### config.mk
export PLATFORM = sky130hd
export DESIGN_NAME = led_matrix_scanner
export DESIGN_NICKNAME = d
export VERILOG_FILES = /design/src/rtl/led_matrix_scanner_pkg.sv /design/src/rtl/led_matrix_scanner_timer.sv /design/src/rtl/led_matrix_scanner.sv
export SDC_FILE = /design/constraint.sdc
export NUM_CORES = 1
export LEC_CHECK = 0
export BUFFER_PORTS_ARGS = -buffer_cell sky130_fd_sc_hd__buf_4
export CAP_MARGIN = 20
export CORE_ASPECT_RATIO = 1.4
export CORE_UTILIZATION = 33
export CTS_CLUSTER_DIAMETER = 150
export CTS_CLUSTER_SIZE = 10
export DETAILED_ROUTE_END_ITERATION = 6
export HOLD_SLACK_MARGIN = 0.15
export SETUP_SLACK_MARGIN = 0.15
export SYNTH_ARGS = -nofsm -noshare
export SYNTH_HDL_FRONTEND = slang
export SYNTH_SLANG_ARGS = --single-unit
### constraint.sdc
create_clock -name CLK -period 4.85 [get_ports CLK]
set_input_delay 0.7275 -clock CLK [delete_from_list [all_inputs] [get_ports CLK]]
set_output_delay 0.7275 -clock CLK [all_outputs]
set_load 0.02 [all_outputs]
### src/rtl/led_matrix_scanner_pkg.sv
`default_nettype none
// ============================================================================
// Module : led_scan_pkg
// Brief  : Shared geometry, polarity and state encoding for the LED matrix scanner
// Rev    : 1.0 - initial release
// ============================================================================
package led_scan_pkg;

    localparam int NUM_ROWS = 8;
    localparam int NUM_COLS = 4;
    localparam int FRAME_W  = NUM_ROWS * NUM_COLS;
    localparam int ROW_W    = $clog2(NUM_ROWS);
    localparam int COL_W    = $clog2(NUM_COLS);
    localparam int BIT_W    = $clog2(FRAME_W);

    localparam logic LED_ROW_ON = 1'b1;
    localparam logic LED_COL_ON = 1'b0;

    typedef enum logic [1:0] {
        ST_IDLE  = 2'd0,
        ST_BLANK = 2'd1,
        ST_DRIVE = 2'd2
    } scan_state_t;

    function automatic logic [BIT_W-1:0] frame_bit(input logic [COL_W-1:0] col,
                                                   input logic [ROW_W-1:0] row);
        return BIT_W'(col * NUM_ROWS + row);
    endfunction

endpackage
`default_nettype wire

### src/rtl/led_matrix_scanner_timer.sv
`default_nettype none
// ============================================================================
// Module : scan_window_timer
// Brief  : Loadable down-counter; o_expire flags the last cycle of a window
// Rev    : 1.0 - initial release
// ============================================================================
module scan_window_timer #(
    parameter int CNT_W = 16
) (
    input  logic             clk,
    input  logic             rst,
    input  logic             i_load,
    input  logic [CNT_W-1:0] i_load_val,
    output logic             o_expire
);

    localparam logic [CNT_W-1:0] c_one = CNT_W'(1);

    logic [CNT_W-1:0] r_cnt;

    // A window loaded with N expires on its Nth cycle; zero parks the counter.
    always_ff @(posedge clk) begin
        if (rst) begin
            r_cnt <= '0;
        end else if (i_load) begin
            r_cnt <= i_load_val;
        end else if (r_cnt != '0) begin
            r_cnt <= r_cnt - c_one;
        end
    end

    assign o_expire = (r_cnt == c_one);

endmodule
`default_nettype wire

### src/rtl/led_matrix_scanner.sv
`default_nettype none
// ============================================================================
// Module : led_matrix_scanner
// Brief  : Double-buffered 8x4 LED matrix column scanner with blanking gaps
// Rev    : 1.0 - initial release
// ============================================================================
module led_matrix_scanner
    import led_scan_pkg::*;
#(
    parameter int DWELL_CYCLES = 50000,
    parameter int BLANK_CYCLES = 500,
    parameter int CNT_W = $clog2(((DWELL_CYCLES > BLANK_CYCLES) ? DWELL_CYCLES : BLANK_CYCLES) + 1)
) (
    input  logic        CLK,
    input  logic        RST,
    input  logic        ENABLE,
    input  logic [31:0] FRAME_IN,
    input  logic        FRAME_VALID,
    output logic        FRAME_READY,
    output logic        FRAME_DONE,
    output logic        LED_R0,
    output logic        LED_R1,
    output logic        LED_R2,
    output logic        LED_R3,
    output logic        LED_R4,
    output logic        LED_R5,
    output logic        LED_R6,
    output logic        LED_R7,
    output logic        LED_C0,
    output logic        LED_C1,
    output logic        LED_C2,
    output logic        LED_C3
);

    localparam logic [CNT_W-1:0] c_dwell_load = CNT_W'(DWELL_CYCLES);
    localparam logic [CNT_W-1:0] c_blank_load = CNT_W'(BLANK_CYCLES);
    localparam logic [COL_W-1:0] c_last_col   = COL_W'(NUM_COLS - 1);
    localparam logic [COL_W-1:0] c_col_one    = COL_W'(1);

    scan_state_t         r_state, w_state_nxt;
    logic [COL_W-1:0]    r_col, w_col_nxt;
    logic [FRAME_W-1:0]  r_active, r_pending, w_active_nxt;
    logic                r_pend_full;
    logic                w_boundary, w_done_nxt, w_load, w_expire, w_ready;
    logic [CNT_W-1:0]    w_load_val;
    logic [NUM_ROWS-1:0] r_row, w_row_nxt;
    logic [NUM_COLS-1:0] r_colsel, w_colsel_nxt;
    logic                r_done;

    scan_window_timer #(
        .CNT_W (CNT_W)
    ) u_timer (
        .clk        (CLK),
        .rst        (RST),
        .i_load     (w_load),
        .i_load_val (w_load_val),
        .o_expire   (w_expire)
    );

    assign w_ready = ~r_pend_full & ~RST;

    always_comb begin
        w_state_nxt = r_state;
        w_col_nxt   = r_col;
        w_load      = 1'b0;
        w_load_val  = '0;
        w_boundary  = 1'b0;
        w_done_nxt  = 1'b0;
        if (!ENABLE) begin
            w_state_nxt = ST_IDLE;
            w_col_nxt   = '0;
            w_load      = 1'b1;
        end else begin
            case (r_state)
                ST_IDLE: begin
                    // Starting a scan swaps buffers but is not a completed frame.
                    w_boundary = 1'b1;
                    w_col_nxt  = '0;
                    w_load     = 1'b1;
                    if (BLANK_CYCLES == 0) begin
                        w_state_nxt = ST_DRIVE;
                        w_load_val  = c_dwell_load;
                    end else begin
                        w_state_nxt = ST_BLANK;
                        w_load_val  = c_blank_load;
                    end
                end
                ST_BLANK: begin
                    if (w_expire) begin
                        w_state_nxt = ST_DRIVE;
                        w_load      = 1'b1;
                        w_load_val  = c_dwell_load;
                    end
                end
                ST_DRIVE: begin
                    if (w_expire) begin
                        w_col_nxt = r_col + c_col_one;
                        w_load    = 1'b1;
                        if (r_col == c_last_col) begin
                            w_boundary = 1'b1;
                            w_done_nxt = 1'b1;
                        end
                        if (BLANK_CYCLES == 0) begin
                            w_state_nxt = ST_DRIVE;
                            w_load_val  = c_dwell_load;
                        end else begin
                            w_state_nxt = ST_BLANK;
                            w_load_val  = c_blank_load;
                        end
                    end
                end
                default: begin
                    w_state_nxt = ST_IDLE;
                    w_col_nxt   = '0;
                    w_load      = 1'b1;
                end
            endcase
        end
    end

    assign w_active_nxt = (w_boundary && r_pend_full) ? r_pending : r_active;

    // Outputs are computed from next-state values so the registers track the state.
    always_comb begin
        w_row_nxt    = {NUM_ROWS{~LED_ROW_ON}};
        w_colsel_nxt = {NUM_COLS{~LED_COL_ON}};
        if (w_state_nxt == ST_DRIVE) begin
            for (int c = 0; c < NUM_COLS; c++) begin
                if (COL_W'(c) == w_col_nxt) begin
                    w_colsel_nxt[c] = LED_COL_ON;
                end
            end
            for (int r = 0; r < NUM_ROWS; r++) begin
                if (w_active_nxt[frame_bit(w_col_nxt, ROW_W'(r))]) begin
                    w_row_nxt[r] = LED_ROW_ON;
                end
            end
        end
    end

    always_ff @(posedge CLK) begin
        if (RST) begin
            r_state     <= ST_IDLE;
            r_col       <= '0;
            r_active    <= '0;
            r_pending   <= '0;
            r_pend_full <= 1'b0;
            r_row       <= {NUM_ROWS{~LED_ROW_ON}};
            r_colsel    <= {NUM_COLS{~LED_COL_ON}};
            r_done      <= 1'b0;
        end else begin
            r_state  <= w_state_nxt;
            r_col    <= w_col_nxt;
            r_active <= w_active_nxt;
            r_row    <= w_row_nxt;
            r_colsel <= w_colsel_nxt;
            r_done   <= w_done_nxt;
            if (w_boundary && r_pend_full) begin
                r_pend_full <= 1'b0;
            end else if (FRAME_VALID && w_ready) begin
                r_pending   <= FRAME_IN;
                r_pend_full <= 1'b1;
            end
        end
    end

    assign FRAME_READY = w_ready;
    assign FRAME_DONE  = r_done;
    assign LED_R0 = r_row[0];
    assign LED_R1 = r_row[1];
    assign LED_R2 = r_row[2];
    assign LED_R3 = r_row[3];
    assign LED_R4 = r_row[4];
    assign LED_R5 = r_row[5];
    assign LED_R6 = r_row[6];
    assign LED_R7 = r_row[7];
    assign LED_C0 = r_colsel[0];
    assign LED_C1 = r_colsel[1];
    assign LED_C2 = r_colsel[2];
    assign LED_C3 = r_colsel[3];

endmodule
`default_nettype wire

-- Word-level counts from Yosys, hierarchy flattened
Cells that the tools add are included.
- register bits after elaboration: 98
- input bits: 36
- output and inout bits: 14
- logic and storage cells: 101
- $add $sub $neg: 9
- $lt $le $gt $ge: 8
- equality and inequality tests: 8
- multiplexer cells: 49
- bitwise logic cells: 7
- reduce and logical (&&, ||, !) cells: 11
- operators by type and width (kind ; number):
    $mux 16 ; 4
    $lt 5x6->1 const B ; 8
    $pmux 16 s3 ; 1
    $bmux 1 s5 ; 7
    $mux 32 ; 1
    $mux 1 ; 26
    $add 5x3->5 const B ; 4
    $eq 16x1->1 const B ; 1
    $reduce_bool 16->1 ; 1
    $sub 16x1->16 const B ; 1
    $add 5x2->5 const B ; 2
    $mux 2 ; 5
    $mux 9 ; 1
    $eq 2x2->1 const B ; 3
    $not 1->1 ; 6
    $pmux 2 s3 ; 1
    $reduce_or 2->1 ; 3
    $add 5x1->5 const B ; 1
    $eq 2x2->1 const A ; 2
    $logic_not 2->1 ; 2
    $pmux 2 s2 ; 1
    $reduce_or 3->1 ; 1
    $add 2x1->2 const B ; 1
    $bmux 1 s2 ; 1
    7 further kinds ; 8

-- Depth between registers and ports, before layout
Gate-level depths: netlist (run 1).
- depth in word-level cells: 10
- depth in mapped cells: 11
- depth with buffers taken out: 9

-- Cells and area by module
A second synthesis (run 1) with hierarchy kept.
- cells, all modules: 457
- area, all modules: 4252.8 sq um
- modules (own cells, without submodules) (module ; instances ; cells each ; area each (sq um) ; seq. area each (sq um)):
    led_matrix_scanner ; 1 ; 342 ; 3306.9 ; 1641.6
    scan_window_timer ; 1 ; 115 ; 945.9 ; 320.3

-- Worst setup path after synthesis (run 1)
OpenSTA, ideal clock, no wires.
- path kind: register to register
- start point: register u_timer.r_cnt[2]
- end point: register r_colsel[2]
- arrival time: 2.168 ns
- data required time: 4.723 ns
- setup slack: 2.555 ns
- stages on the path, launching flop included: 8
- buffers on the path: 1
- path through: dfxtp_1 nor4_4 nand2_4 or3_1 buf_2 a221oi_4 o31ai_2 or3_1
- cells in the longest elaborated chain, start to end: 7
- elaborated cells on any way between the ends: 13
- classes of those cells: eq/ne: 3; mux: 8; bitwise: 1; reduce/logical: 1
- ends and longest elaborated chain (item ; line ; RTL):
    start: declaration ; led_matrix_scanner_timer.sv:19 ; logic [CNT_W-1:0] r_cnt;
    start signal: assignment ; led_matrix_scanner_timer.sv:26 ; r_cnt <= i_load_val;
    start signal: assignment ; led_matrix_scanner_timer.sv:28 ; r_cnt <= r_cnt - c_one;
    $eq 16x1->1 * ; led_matrix_scanner_timer.sv:32 ; assign o_expire = (r_cnt == c_one);
    $mux 2 (on tied branches) ; led_matrix_scanner.sv:96, led_matrix_scanner.sv:89 ;
    $pmux 2 s3 ; led_matrix_scanner.sv:74 ; case (r_state)
    $mux 2 ; led_matrix_scanner.sv:69 ; if (!ENABLE) begin
    $eq 2x2->1 ; led_matrix_scanner.sv:127 ; if (w_state_nxt == ST_DRIVE) begin
    $not 1->1 (no line) ; - ;
    $reduce_or 2->1 (no line) ; - ;
    end signal: assignment ; led_matrix_scanner.sv:149 ; r_colsel <= {NUM_COLS{~LED_COL_ON}};
    end signal: assignment ; led_matrix_scanner.sv:156 ; r_colsel <= w_colsel_nxt;
    end: declaration ; led_matrix_scanner.sv:47 ; logic [NUM_COLS-1:0] r_colsel, w_colsel_nxt;
Mark *: on every way between the ends. The rest lies on a longest branch, timed or not.
A chain may end at the register's enable or synchronous reset.

-- Final worst setup path (run 1)
- start point: register u_timer.r_cnt[2]
- end point: register r_row[7]
- cells in the longest elaborated chain, start to end: 9
- elaborated cells on any way between the ends: 20
- classes of those cells: add/sub: 1; eq/ne: 2; mux: 14; bitwise: 1; reduce/logical: 2
- ends and longest elaborated chain (item ; line ; RTL):
    $eq 16x1->1 * ; led_matrix_scanner_timer.sv:32 ;
    parallel branches: the longest is 8 deep, another holds $add 5x3->5 ; - ;
    end signal: assignment ; led_matrix_scanner.sv:148 ; r_row <= {NUM_ROWS{~LED_ROW_ON}};
    end signal: assignment ; led_matrix_scanner.sv:155 ; r_row <= w_row_nxt;
    end: declaration ; led_matrix_scanner.sv:46 ; logic [NUM_ROWS-1:0] r_row, w_row_nxt;
Every way passes the cells marked *. The select of a mux whose other input is x is not followed.

==> impl_metrics.env, run 1 <==
export IMPL_antenna_cells=0
export IMPL_cts_tree="done"
export IMPL_arrival_ns=2.94
export IMPL_ys_ff_latch=98
export IMPL_power_internal_mw=1.26
export IMPL_synth_cell_type_count=43
export IMPL_critical_path_startpoint_type="register"
export IMPL_area_growth_pct=16.8
export IMPL_ys_async_sr_fraction_pct=0
export IMPL_core_area_sq_um=12900
export IMPL_drv_cap=0
export IMPL_clk_latency_ns=0.34
export IMPL_start_util_pct=34.0
export IMPL_ys_seq_area_share_pct=44.8
export IMPL_final_cell_mix="nand2_1 (126), dfxtp_1 (98), buf_4 (52)"
export IMPL_synth_ff_type="dfxtp_1"
export IMPL_clkPwrFrac_pct=38.3
export IMPL_clockBufferDepth=2
export IMPL_synth_edf_count=0
export IMPL_p_leak_nw=2.13
export IMPL_cts_clk_slew_worst_paths_ns=0.07
export IMPL_grtUsageTotal_pct=14.4
export IMPL_die_w_um=99.3
export IMPL_rows=49
export IMPL_final_nets=593
export IMPL_clockRootBuffer="clkbuf_16"
export IMPL_grt_max_degree=79
export IMPL_ios=50
export IMPL_netlist_area_sq_um=4380
export IMPL_ir_drop_mv=0.168
export IMPL_cp_required_ns=5.07
export IMPL_routed_via_density=4.98
export IMPL_cts_hold_buf=0
export IMPL_outcome="completed"
export IMPL_drt_iter0_markers=215
export IMPL_pwr_share_comb_pct=10.8
export IMPL_final_common_cell="nand2_1"
export IMPL_worstPathMaxFanout=34
export IMPL_swShare_pct=25.7
export IMPL_dp_hpwl_mm=6.50
export IMPL_wl_per_cell_um=13.7
export IMPL_place_congestion=0.821
export IMPL_switching_power_uw=438
export IMPL_rsz0062_at_grt="no"
export IMPL_drt_total_wl_mm=9.68
export IMPL_slew_headroom_pct=34.7
export IMPL_fin_crit_ns=2.72
export IMPL_buffer_ports_inserted=49
export IMPL_finalClockSkew_ns=0.00712
export IMPL_cp_end_kind="register"
export IMPL_overflow=0
export IMPL_antenna_found_initial=0
export IMPL_ys_warn_count=0
export IMPL_hold_path_class="register to register"
export IMPL_vias=3519
export IMPL_drive_gt1_share_pct=13.7
export IMPL_period_share_pct=56.0
export IMPL_p_per_area_nw_per_um2=332
export IMPL_die_y_um=138
export IMPL_syn_nets=559
export IMPL_dieArea_sq_um=13700
export IMPL_tightest_slew_ns=0.979
export IMPL_htreeDepth=3
export IMPL_first_global_vias=3264
export IMPL_cts_resized=0
export IMPL_p_total_mw=1.70
export IMPL_maxSlewViolCount=0
export IMPL_fin_area_sq_um=5110
export IMPL_setup_tns_ns=0
export IMPL_p_seq_share_pct=50.8
export IMPL_dr_pass1_iters=4
export IMPL_ant_nets=0
export IMPL_cts_inserted_buffers=9
export IMPL_grt_pass1_wl_mm=15.9
export IMPL_crit_type="register to register"
export IMPL_avgSynthCellArea_sq_um=8.48
export IMPL_fin_cells=707
export IMPL_finalHoldViolations=0
export IMPL_place_area_sq_um=4840
export IMPL_setup_viol=0
export IMPL_cts_sinks=98
export IMPL_post_cts_buffers=0
export IMPL_drc=0
export IMPL_fmax_mhz=368
export IMPL_place_inst=692
export IMPL_syn_instance_count=516
-- power groups by stage --
| stage | sequential, mW | clock (mW) | combinational (mW) |
|---|---|---|---|
| after floorplan | 0.874 | 0 | 0.133 |
| after global placement | 0.880 | 0 | 0.182 |
| after detailed placement | 0.881 | 0 | 0.184 |
| after CTS | 0.863 | 0.666 | 0.185 |
| after global routing | 0.868 | 0.703 | 0.208 |
| final | 0.864 | 0.651 | 0.184 |
-- sequential cells by signal, indices dropped and copies added (netlist names) --
signal         count
r_pend_full        1
r_pending         32
r_state            2
FRAME_DONE         1
r_col              2
u_timer.r_cnt     16
r_row              8
r_colsel           4
r_active          32
-- cells in the mapped netlist (4+ instances only) --
cell	instances	area share, %
nor3_1	13	1.5
nand2_1	126	11
xor2_1	7	1.4
a32o_1	7	1.6
dfxtp_1	98	45
inv_1	6	0.51
nor2_1	26	2.2
o21ai_0	34	3.9
xnor2_1	7	1.4
nand2b_1	35	5.0
a21oi_1	34	3.9
or3_1	4	0.57
nand3_1	7	0.80
mux2i_1	42	9.6
ha_1	7	2.0
clkbuf_1	23	2.0
-- kinds of logic (layout without fill, tap and decap cells) --
group | after synthesis | after routing | synth area share (%)
buf+inv | 35 | 73 | 3.35
xor+xnor | 14 | 14 | 2.80
compound gates | 93 | 93 | 13.2
fa+ha+maj | 7 | 7 | 2.00
mux | 42 | 42 | 9.61
flops | 98 | 98 | 44.8
simple gates | 227 | 227 | 24.2
-- path summary, 6_finish.rpt --
check / start / slack [ns] / endpoint / depth (start not counted)
max: u_timer.r_cnt[2]$_SDFFE_PP0P_ / 2.13 / r_row[7]$_SDFF_PP0_ / 8
min reg2reg: r_active[23]$_SDFF_PP0_ / 0.45 / r_active[23]$_SDFF_PP0_ / 2
max reg2reg: u_timer.r_cnt[2]$_SDFFE_PP0P_ / 2.13 / r_row[7]$_SDFF_PP0_ / 8
min: r_active[23]$_SDFF_PP0_ / 0.45 / r_active[23]$_SDFF_PP0_ / 2
-- cell type report --
class	instances	area (sq um)
tap	153	191
timing repair buffer	52	390
sequential	98	1960
inverter	6	22.5
clock buffer	9	225
multi-input combinational	383	2280
clock inverter	6	43.8
fill	1334	7760
-- worst max-delay path, cell delays in order, from the launching register on --
cell and delay (ns):
dfxtp_1 0.36, nor4_4 0.41, nand2_4 0.16, nor3_1 0.38
o211a_1 0.21, buf_4 0.46, mux2i_1 0.25, mux2i_1 0.12
a32o_1 0.24
-- layer usage --
| metal | up-vias | wire length, um | GRT usage [%] |
|---|---|---|---|
| met2 | 70 | 4810 | 24.5 |
| li1 | 1813 | - | - |
| met4 | 0 | 161 | 5.19 |
| met1 | 1627 | 4290 | 18.0 |
| met3 | 9 | 417 | 2.93 |
| met5 | - | 0 | 0 |
-- through the flow --
stage / hold WS, ns / setup WS [ns] / utilization (%)
finish: 0.453 / 2.13 / 39.7
global route: 0.476 / 1.95 / 39.7
floorplan: 0.431 / 2.56 / -
global placement: 0.438 / 2.22 / 37.6
detailed placement: 0.446 / 2.16 / 37.6
CTS: 0.455 / 2.14 / 39.7
(Power assumes the default switching activity.)
==> run 2: changes to the inputs <==
==> constraint.sdc (replaced) <==
create_clock -name CLK -period 2.8 [get_ports CLK]
set_input_delay 0.42 -clock CLK [delete_from_list [all_inputs] [get_ports CLK]]
set_output_delay 0.42 -clock CLK [all_outputs]
set_load 0.02 [all_outputs]
==> impl_metrics.env, run 2 (synthesis results as in run 1) <==
export IMPL_swShare_pct=25.6
export IMPL_tightest_slew_ns=0.677
export IMPL_ir_drop_mv=0.289
export IMPL_overflow=0
export IMPL_pwr_share_comb_pct=11.2
export IMPL_ant_nets=0
export IMPL_drt_iter0_markers=149
export IMPL_setup_viol=0
export IMPL_grt_pass1_wl_mm=16.5
export IMPL_htreeDepth=3
export IMPL_worstSetupEndpoint="r_row[7]$_SDFF_PP0_"
export IMPL_slew_headroom_pct=54.8
export IMPL_ios=50
export IMPL_die_w_um=99.3
export IMPL_clk_latency_ns=0.34
export IMPL_worstPathMaxFanout=9
export IMPL_grtUsageTotal_pct=15.0
export IMPL_cts_hold_buf=0
export IMPL_switching_power_uw=775
export IMPL_cts_inserted_buffers=9
export IMPL_maxSlewViolCount=0
export IMPL_wl_per_cell_um=13.8
export IMPL_routed_via_density=4.99
export IMPL_drc=0
export IMPL_crit_type="register to register"
export IMPL_drv_cap=0
export IMPL_hold_ws_ns=0.268
export IMPL_cts_tree="done"
export IMPL_grt_max_degree=77
export IMPL_setup_tns_ns=0
export IMPL_arrival_ns=2.82
export IMPL_clockBufferDepth=2
export IMPL_antenna_found_initial=0
export IMPL_die_y_um=138
export IMPL_cts_clk_slew_worst_paths_ns=0.07
export IMPL_area_growth_pct=19.4
export IMPL_setup_ws_ns=0.266
export IMPL_buffer_ports_inserted=49
export IMPL_start_util_pct=34.0
export IMPL_rsz0062_at_grt="no"
export IMPL_fin_cells=716
export IMPL_place_inst=697
export IMPL_clockRootBuffer="clkbuf_16"
export IMPL_reg2reg_depth=7
export IMPL_reg2reg_to="r_row[7]$_SDFF_PP0_"
export IMPL_r2r_start="u_timer.r_cnt[5]$_SDFFE_PP0P_"
export IMPL_final_cell_mix="nand2_1 (126), dfxtp_1 (98), buf_4 (59)"
export IMPL_dr_pass1_iters=4
export IMPL_first_global_vias=3425
export IMPL_dieArea_sq_um=13700
export IMPL_place_congestion=0.882
export IMPL_rows=49
export IMPL_drive_gt1_share_pct=15.3
export IMPL_reg_top3="r_active: 32 flops, r_pending: 32 flops, u_timer.r_cnt: 16 flops"
export IMPL_ff2ff_setup_slack_ns=0.27
export IMPL_critical_path_startpoint_type="register"
export IMPL_dp_hpwl_mm=6.96
export IMPL_cp_required_ns=3.09
export IMPL_final_nets=602
export IMPL_dp_slack_ns=0.272
export IMPL_antenna_cells=0
export IMPL_cts_sinks=98
export IMPL_p_seq_share_pct=49.5
export IMPL_finalClockSkew_ns=0.00759
export IMPL_clkPwrFrac_pct=39.3
export IMPL_hold_path_class="primary input to register"
export IMPL_period_share_pct=90.5
export IMPL_cp_end_kind="register"
export IMPL_p_per_area_nw_per_um2=579
export IMPL_p_leak_nw=2.19
export IMPL_fin_crit_ns=2.53
export IMPL_finalHoldViolations=0
export IMPL_final_common_cell="nand2_1"
export IMPL_outcome="completed"
export IMPL_power_internal_mw=2.25
export IMPL_vias=3576
export IMPL_fmax_mhz=395
export IMPL_drt_total_wl_mm=9.91
export IMPL_crit_start="u_timer.r_cnt[5]$_SDFFE_PP0P_"
export IMPL_core_area_sq_um=12900
[run 2: cell count changes in the layout (fill, tap and decap cells not counted)]
cell        before  now
clkinv_4         2    0
buf_12           0    2
nor3_1          13   12
clkinvlp_4       1    2
clkbuf_8         0    2
nor3_2           0    1
inv_6            1    2
buf_4           52   59
clkinv_2         2    0
[run 2: power by group through the flow]
stage          Clock [mW]  Sequential, mW  Combinational, mW
3_5_place_dp            0            1.53              0.328
5_1_grt              1.28            1.51              0.379
6_report             1.19            1.50              0.339
4_1_cts              1.22            1.50              0.330
3_3_place_gp            0            1.53              0.321
2_1_floorplan           0            1.51              0.231
[run 2: metal layers]
metal,routed length [um],part of all wire (%),GRT usage [%],vias up
met3,354,3.6,3.03,9
met1,4490,45,18.8,1669
met2,4940,50,25.4,65
li1,-,-,-,1833
met5,0,0,0,-
met4,125,1.3,5.34,0
[run 2: layout make-up]
| type | instances | area, sq um |
|---|---|---|
| clock inverter | 4 | 32.5 |
| tap | 153 | 191 |
| fill | 1328 | 7650 |
| sequential | 98 | 1960 |
| multi-input combinational | 383 | 2280 |
| timing repair buffer | 61 | 483 |
| inverter | 6 | 22.5 |
| clock buffer | 11 | 253 |
[run 2: worst min-delay path by stage]
stage,from,end,depth (start not counted),slack [ns]
floorplan,r_active[16]$_SDFF_PP0_,r_active[16]$_SDFF_PP0_,2,0.43
global placement,r_active[16]$_SDFF_PP0_,r_active[16]$_SDFF_PP0_,2,0.44
detailed placement,r_active[16]$_SDFF_PP0_,r_active[16]$_SDFF_PP0_,2,0.45
CTS,FRAME_IN[11],r_pending[11]$_SDFFE_PP0P_,3,0.26
global route,FRAME_IN[16],r_pending[16]$_SDFFE_PP0P_,3,0.27
finish,FRAME_IN[6],r_pending[6]$_SDFFE_PP0P_,3,0.27
[run 2: repair_timing]
item                       CTS  global route
gates resized for setup      0             1
setup buffers                0             4
setup endpoints to repair    0             8
[run 2: through the flow]
stage | total power, mW | utilization, % | cell area [sq um]
after floorplan | 1.74 | - | 4380
after global placement | 1.85 | 38.1 | 4910
after detailed placement | 1.86 | 38.1 | 4910
after CTS | 3.04 | 40.3 | 5190
after global routing | 3.16 | 40.6 | 5230
final | 3.03 | 40.6 | 5230
[run 2: critical path, stage by stage, from the launching register on]
cell and delay, ns:
dfxtp_1 0.36, nor4_4 0.43, nand2_4 0.15, or3_1 0.51, a221oi_4 0.37, o31ai_2 0.19, nor2_4 0.26, a32o_1 0.21
